### src/rtl/keccak_state_loader_pkg.sv
// Shared types and constants for the Keccak state loader and its lane counter.
// Lane addressing follows the 5x5 state layout: index = 5*y + x.
package keccak_state_loader_pkg;

    localparam int LANE_W    = 64;
    localparam int NUM_LANES = 25;

    typedef struct packed {
        logic [2:0] x;
        logic [2:0] y;
    } lane_coord;

    typedef logic [1:0] fsm_state;

    localparam fsm_state ST_LOAD = 2'd0;
    localparam fsm_state ST_FIRE = 2'd1;
    localparam fsm_state ST_WAIT = 2'd2;

    function automatic logic [4:0] lane_index(input logic [2:0] x, input logic [2:0] y);
        return 5'(32'(y) * 5 + 32'(x));
    endfunction

endpackage

### src/rtl/lane_coord_counter.sv
// 5x5 lane walker: x runs fastest, y advances on x wrap, idx counts 0..NUM_LANES-1.
// Wraps to the origin after the last lane, so an unloader can reuse it unchanged.
module lane_coord_counter #(
    parameter int NUM_LANES = keccak_state_loader_pkg::NUM_LANES
) (
    input  logic                              clk,
    input  logic                              rst,
    input  logic                              clear,
    input  logic                              inc,
    output keccak_state_loader_pkg::lane_coord coord,
    output logic [4:0]                        idx,
    output logic                              last
);

    assign last = (idx == 5'(NUM_LANES - 1));

    always_ff @(posedge clk) begin
        if (rst || clear) begin
            coord <= '0;
            idx   <= '0;
        end else if (inc) begin
            if (last) begin
                coord <= '0;
                idx   <= '0;
            end else begin
                idx <= idx + 5'd1;
                if (coord.x == 3'd4) begin
                    coord.x <= 3'd0;
                    coord.y <= coord.y + 3'd1;
                end else begin
                    coord.x <= coord.x + 3'd1;
                end
            end
        end
    end

endmodule

### src/rtl/keccak_state_loader.sv
// Serial lane loader: writes 25 lanes into the shared state memory, pulses start,
// then blocks new input until the round datapath reports core_done.
module keccak_state_loader #(
    parameter int LANE_W     = 64,
    parameter int NUM_LANES  = 25,
    parameter int SWAP_BYTES = 0
) (
    input  logic              clk,
    input  logic              rst,
    input  logic              in_valid,
    input  logic [LANE_W-1:0] in_data,
    output logic              in_ready,
    input  logic              core_done,
    output logic              mem_we,
    output logic [4:0]        mem_addr,
    output logic [2:0]        mem_x,
    output logic [2:0]        mem_y,
    output logic [LANE_W-1:0] mem_wdata,
    output logic              start,
    output logic              busy,
    output logic [7:0]        block_cnt,
    output logic [1:0]        state_dbg
);

    import keccak_state_loader_pkg::lane_coord;
    import keccak_state_loader_pkg::fsm_state;
    import keccak_state_loader_pkg::ST_LOAD;
    import keccak_state_loader_pkg::ST_FIRE;
    import keccak_state_loader_pkg::ST_WAIT;
    import keccak_state_loader_pkg::lane_index;

    // Handshake: a lane transfers on a rising edge where in_valid && in_ready.
    // in_ready depends only on state, so upstream never sees a combinational loop.
    fsm_state          state;
    lane_coord         coord;
    logic [4:0]        lane_idx;
    logic              lane_last;
    logic              hs;
    logic [LANE_W-1:0] lane_swapped;

    assign in_ready  = (state == ST_LOAD);
    assign hs        = in_valid && in_ready;
    assign state_dbg = state;

    lane_coord_counter #(.NUM_LANES(NUM_LANES)) u_counter (
        .clk   (clk),
        .rst   (rst),
        .clear (state != ST_LOAD),
        .inc   (hs),
        .coord (coord),
        .idx   (lane_idx),
        .last  (lane_last)
    );

    always_comb begin
        lane_swapped = in_data;
        if (SWAP_BYTES != 0) begin
            for (int b = 0; b < LANE_W / 8; b++) begin
                lane_swapped[8*b +: 8] = in_data[LANE_W-8-8*b +: 8];
            end
        end
    end

    always_ff @(posedge clk) begin
        if (rst) begin
            mem_we    <= 1'b0;
            mem_addr  <= '0;
            mem_x     <= '0;
            mem_y     <= '0;
            mem_wdata <= '0;
        end else begin
            mem_we <= hs;
            if (hs) begin
                mem_addr  <= lane_index(coord.x, coord.y);
                mem_x     <= coord.x;
                mem_y     <= coord.y;
                mem_wdata <= lane_swapped;
            end
        end
    end

    // start is registered off FIRE so it lands one cycle after the final write.
    always_ff @(posedge clk) begin
        if (rst) begin
            state     <= ST_LOAD;
            start     <= 1'b0;
            busy      <= 1'b0;
            block_cnt <= '0;
        end else begin
            start <= (state == ST_FIRE);
            case (state)
                ST_LOAD: begin
                    if (hs && lane_idx == 5'd0) busy <= 1'b1;
                    if (hs && lane_last) state <= ST_FIRE;
                end
                ST_FIRE: state <= ST_WAIT;
                ST_WAIT: begin
                    if (core_done) begin
                        state     <= ST_LOAD;
                        block_cnt <= block_cnt + 8'd1;
                        busy      <= 1'b0;
                    end
                end
                default: state <= ST_LOAD;
            endcase
        end
    end

endmodule

### config.mk
export PLATFORM = sky130hd
export DESIGN_NAME = keccak_state_loader
export DESIGN_NICKNAME = d
export VERILOG_FILES = /design/src/rtl/keccak_state_loader_pkg.sv /design/src/rtl/lane_coord_counter.sv /design/src/rtl/keccak_state_loader.sv
export SDC_FILE = /design/constraint.sdc
export NUM_CORES = 1
export LEC_CHECK = 0
export CORE_MARGIN = 4
export CORE_UTILIZATION = 39
export DETAILED_ROUTE_END_ITERATION = 7
export GPL_ROUTABILITY_DRIVEN = 0
export PLACE_DENSITY = 0.76
export SKIP_LAST_GASP = 1
export SLEW_MARGIN = 30
export SYNTH_ARGS = -nofsm -noshare
export SYNTH_HDL_FRONTEND = slang
export SYNTH_SLANG_ARGS = --single-unit
### constraint.sdc
create_clock -name clk -period 1.9 [get_ports clk]
set_clock_uncertainty 0.05 [all_clocks]
set_input_delay 0.19 -clock clk [delete_from_list [all_inputs] [get_ports clk]]
set_output_delay 0.19 -clock clk [all_outputs]
set_load 0.03 [all_outputs]
# After elaboration in Yosys (flattened, before gate mapping)
# Index checks and enable logic that the tools add are counted.
[word_totals]
out_inout_bits = 89
wordCells = 48
inputBits = 68
reg_bits = 99
[op_classes]
n_addsub = 5
n_reduce_logical = 13
mul = 1
muxes = 10
n_eq_ne = 7
[op_table]
columns = ["operator", "n"]
rows = [
  ["$add A8 B1 Y8 const B", 1],
  ["$add A3 B1 Y3 const B", 2],
  ["$mux W3", 2],
  ["$mux W6", 1],
  ["$pmux W2 S3", 1],
  ["$reduce_and A2 Y1", 3],
  ["$reduce_bool A2 Y1", 3],
  ["$add A5 B1 Y5 const B", 1],
  ["$add A5 B3 Y5", 1],
  ["$eq A5 B5 Y1 const B", 1],
  ["$logic_not A5 Y1", 1],
  ["$mul A3 B3 Y5 const B", 1],
  ["$mux W5", 1],
  ["$mux W2", 2],
  ["$ne A2 B1 Y1 const B", 2],
  ["$eq A3 B3 Y1 const B", 1],
  ["$logic_and A1 B1 Y1", 3],
  ["$reduce_and A3 Y1", 1],
  ["$eq A2 B1 Y1 const B", 1],
  ["$eq A2 B2 Y1 const B", 1],
  ["$logic_not A2 Y1", 1],
  ["$mux W1", 2],
  ["$ne A2 B2 Y1 const B", 1],
  ["$pmux W1 S2", 1],
  ["$logic_or A1 B1 Y1", 1],
]

# Depth between registers and ports, before layout
[depth]
depth_word = 5
mapped_depth = 7
depth_no_buf = 6

# Modules after synthesis
# From an unflattened synthesis, not the netlist that was laid out.
[hier_totals]
cells_unflattened = 468
hier_area_um2 = 3863.7
[by_module_without_submodules]
columns = ["mod", "cells_each", "n_inst", "area_each_um2", "seq_area_each_um2"]
rows = [
  ["keccak_state_loader", 401, 1, 3279.4, 1761.7],
  ["lane_coord_counter", 67, 1, 584.3, 220.2],
]

# Worst setup path before layout
# Ideal clock, no wire load.
[synth_path]
kind = "register to register"
start = "register u_counter.coord[0] (netlist name)"
end = "register mem_addr[3]"
n_path_buf = 0
path_stages_with_launch = 6
arrival_ps = 1699
required_time_ps = 1764
period_less_slack_ps = 1834
path_slack_ps = 66
path_cell_list = "dfxtp_1 ha_1 ha_1 fa_1 xnor2_1 a211oi_1"
[synth_via]
elab_chain_len = 2
[synth_rtl]
columns = ["item", "line", "source"]
rows = [
  ["$mul A3 B3 Y5", "keccak_state_loader_pkg.sv:20", "return 5'(32'(y) * 5 + 32'(x));"],
  ["$add A5 B3 Y5", "keccak_state_loader_pkg.sv:20", ""],
  ["to (signal assigned)", "keccak_state_loader.sv:74", "mem_addr <= lane_index(coord.x, coord.y);"],
  ["to (decl)", "keccak_state_loader.sv:15", "output logic [4:0] mem_addr,"],
]
# No other way between the ends.
# A chain may end at the register's enable or synchronous reset.

# Final worst setup path
[layout_path]
start = "register u_counter.coord[0] (netlist name)"
end = "register mem_addr[4]"
[layout_via]
elab_chain_len = 2
[layout_rtl]
columns = ["item", "line"]
rows = [
  ["$mul A3 B3 Y5", "keccak_state_loader_pkg.sv:20"],
  ["$add A5 B3 Y5", "keccak_state_loader_pkg.sv:20"],
]
# No other way between the ends.

==> impl_metrics.env <==
export IMPL_mappedNetlistArea_mm2=0.00387
export IMPL_period_needed_ns=1.83
export IMPL_worstHoldPathCells=2
export IMPL_ctsHoldBuffers=0
export IMPL_crit_fanout=3
export IMPL_count_of_unique_library_cells_instantiated_by_yosys=42
export IMPL_yosys_warnings=0
export IMPL_worst_r2r_setup_slack_ns=0.07
export IMPL_timing_critical_path_arrival_ns=2.05
export IMPL_synth_cells=464
export IMPL_area_delta_synth_final_pct=50.3
export IMPL_global_route_wire_length_before_repair_um=16600
export IMPL_grt_busiest_layer="met2"
export IMPL_yosys_top_cells_area="dfxtp_1, nand2_1, a21oi_1"
export IMPL_numPortBuffers=156
export IMPL_largest_net_degree_at_the_start_of_global_routing=76
export IMPL_synth_enable_flop_cells=0
export IMPL_first_pass_iteration_count_of_the_detailed_router=6
export IMPL_reg_to_reg_critical_path_endpoint="mem_addr[4]$_SDFFE_PP0P_"
export IMPL_cts_sink_count=99
export IMPL_num_antenna_cells=0
export IMPL_worstSetupStartpointType="flop"
export IMPL_boundaryPins=157
export IMPL_drive_above_1_share=0.0647
export IMPL_grt_total_usage=0.175
export IMPL_average_wire_per_cell_in_the_routed_design_um=13.8
export IMPL_globalRouteMet1Util=0.204
export IMPL_drt_total_wl_um=10400
export IMPL_run_status="complete, no violations"
export IMPL_cts_buffers_inserted=9
export IMPL_report_final_hold_viol_count=0
export IMPL_use_met3=0.0312
export IMPL_grt_antenna_before_repair=0
export IMPL_synthFlopType="dfxtp_1"
export IMPL_post_layout_nonfiller_instances=751
export IMPL_ys_async_sr_fraction=0
export IMPL_cp_capture_point="mem_addr[4]$_SDFFE_PP0P_"
export IMPL_regToRegStartpoint="u_counter.coord[0]$_SDFFE_PP0P_"
export IMPL_detailedRoute_firstIterationViolations=226
export IMPL_critical_path_class="reg -> reg"
export IMPL_timing_critical_path_from="u_counter.coord[0]$_SDFFE_PP0P_"
export IMPL_number_of_global_route_vias_before_repair=3636
export IMPL_synth_most_common_cell="nand2_1"
export IMPL_max_slew_worst_pin_slew_ns=0.769
export IMPL_die_x_um=108
export IMPL_critPathCaptureType="flop"
export IMPL_finalCritPeriodShare=0.964
export IMPL_timing_fmax_ghz=0.546
export IMPL_grt_overflow_total=0
export IMPL_place_inst=736
export IMPL_gr_layer_usage_met2=0.315
export IMPL_yosysTopAreaCell="dfxtp_1"
export IMPL_synthesis_nets=547
export IMPL_number_of_vias_per_cell=4.90
export IMPL_grt_setup_unrepaired="true"
export IMPL_starting_density=0.398
export IMPL_final_fill_count=874
export IMPL_min_path_type="in -> reg"
export IMPL_irDropWorstVdd_uv=302
export IMPL_rr_worst_depth=6
export IMPL_timing_slew_headroom=0.487
export IMPL_postSynthRegisterBits=99
export IMPL_cts_htree_levels=3
export IMPL_hpwlAfterDp_um=7550
export IMPL_fp_dieH_um=108
export IMPL_synth_common_cells="nand2_1, dfxtp_1, a21oi_1"
export IMPL_postLayoutCoreUtil=0.599
export IMPL_clk_insertion_delay_late_ns=0.35
export IMPL_post_layout_total_power_w=0.00428
export IMPL_clkTransAtPathRegs_ns=0.09
export IMPL_area_of_the_die_mm2=0.0116
export IMPL_timing_max_cap_violations=0
export IMPL_clk_path_buf_depth=2
export IMPL_syn_area_per_cell_um2=8.35
export IMPL_max_slew_violation_total_from_the_final_report=0
export IMPL_synth_top_area_frac=0.511
export IMPL_core_rowCount=36
export IMPL_report_final_setup_viol=0
export IMPL_synth_seq_area_share=0.511
export IMPL_num_nets_final=697
export IMPL_vias=3682
export IMPL_static_leakage_power_nw=2.24
export IMPL_clock_tree_from_tritoncts="yes"
export IMPL_power_per_cell_area_mw_per_mm2=736
export IMPL_critPathRequiredTime_ns=2.12
export IMPL_drc=0
export IMPL_clockRootBuffer="clkbuf_8"
export IMPL_drtAntennaViolNets=0
export IMPL_core_area_mm2=0.00973
-- critical path: stages (launching register included) --
cell and delay (ns):
dfxtp_1 0.32, ha_1 0.33, ha_4 0.17, ha_1 0.32, a21oi_1 0.20, nand3_1 0.11, a311oi_2 0.25
-- worst min path at each step --
stage | to | slack, ns | startpoint
finish | busy$_SDFFE_PP0P_ | 0.11 | rst
global route | block_cnt[2]$_SDFFE_PP0P_ | 0.13 | rst
CTS | busy$_SDFFE_PP0P_ | 0.10 | rst
detailed placement | mem_wdata[5]$_SDFFE_PP0P_ | 0.40 | mem_wdata[5]$_SDFFE_PP0P_
global placement | mem_wdata[41]$_SDFFE_PP0P_ | 0.39 | mem_wdata[41]$_SDFFE_PP0P_
floorplan | mem_wdata[0]$_SDFFE_PP0P_ | 0.28 | in_data[0]
-- layer usage --
metal	up-vias	wire (um)
met5	-	0
met4	0	229
met3	19	608
met2	115	5270
met1	1700	4280
li1	1848	-
-- layout make-up --
cell class,instances,area (um^2),area share
flip-flops and latches,99,1980,0.340
repair buffers,172,1740,0.298
multi-input cells,326,1720,0.296
well taps,133,166,0.0286
clock buffers,9,124,0.0213
clock inverters,6,66.3,0.0114
inverters,6,22.5,0.00387
-- per-stage QoR --
stage               worst slack [ns]  setup TNS (ns)  hold WS [ns]  area (um^2)
finish                        0.0681               0         0.114         5820
global route                -0.00485        -0.00485         0.129         5820
CTS                           0.0247               0         0.103         5800
detailed placement            0.0319               0         0.396         5620
global placement              0.0663               0         0.392         5620
floorplan                     0.0659               0         0.276         3870
-- placed cells by master (no fill, tap or decap), types with 2 or more instances in the layout --
master / instances
nand2_1: 157
clkdlybuf4s50_1: 154
dfxtp_1: 98
a21oi_1: 85
ha_1: 13
nand3_1: 11
buf_4: 11
nor2_1: 9
clkbuf_8: 9
inv_1: 6
buf_12: 5
a311oi_1: 4
o31ai_1: 4
or4_1: 4
nand4b_1: 3
a41oi_1: 3
or3b_2: 2
or3_1: 2
a31oi_1: 2
mux2i_1: 2
xnor2_1: 2
xor2_1: 2
nand4_1: 2
clkinv_4: 2
clkinv_2: 2
-- kinds of logic (layout without fill, tap and decap cells) --
group           count (synthesis)  after routing  synth area share
xor+xnor                        4              4           0.00904
buf+inv                        39            193            0.0500
compound gates                105            105             0.151
fa+ha+maj                      15             15            0.0504
mux                             2              2           0.00517
flops                          99             99             0.511
simple gates                  200            200             0.222
-- what timing repair did --
| item | CTS | global route |
|---|---|---|
| buffers inserted | 0 | 0 |
| setup endpoints to repair | 1 | 2 |
| gates cloned | 0 | 0 |
| resized for setup | 1 | 3 |
-- where the power goes --
part	switching [W]	total (W)	leakage, nW	internal, W
Sequential	0.0000501	0.00221	0.812	0.00216
Combinational	0.000384	0.000731	1.33	0.000347
Clock	0.000732	0.00134	0.0994	0.000607
Total	0.00117	0.00428	2.24	0.00312
-- state kept, by name, summed over array words and instances (netlist names) --
name / flops
block_cnt: 8
busy: 1
mem_addr: 5
mem_wdata: 64
mem_we: 1
mem_x: 3
mem_y: 3
start: 1
state_dbg: 2
u_counter.coord: 6
u_counter.idx: 5
Power figures use the tool's default switching activity.
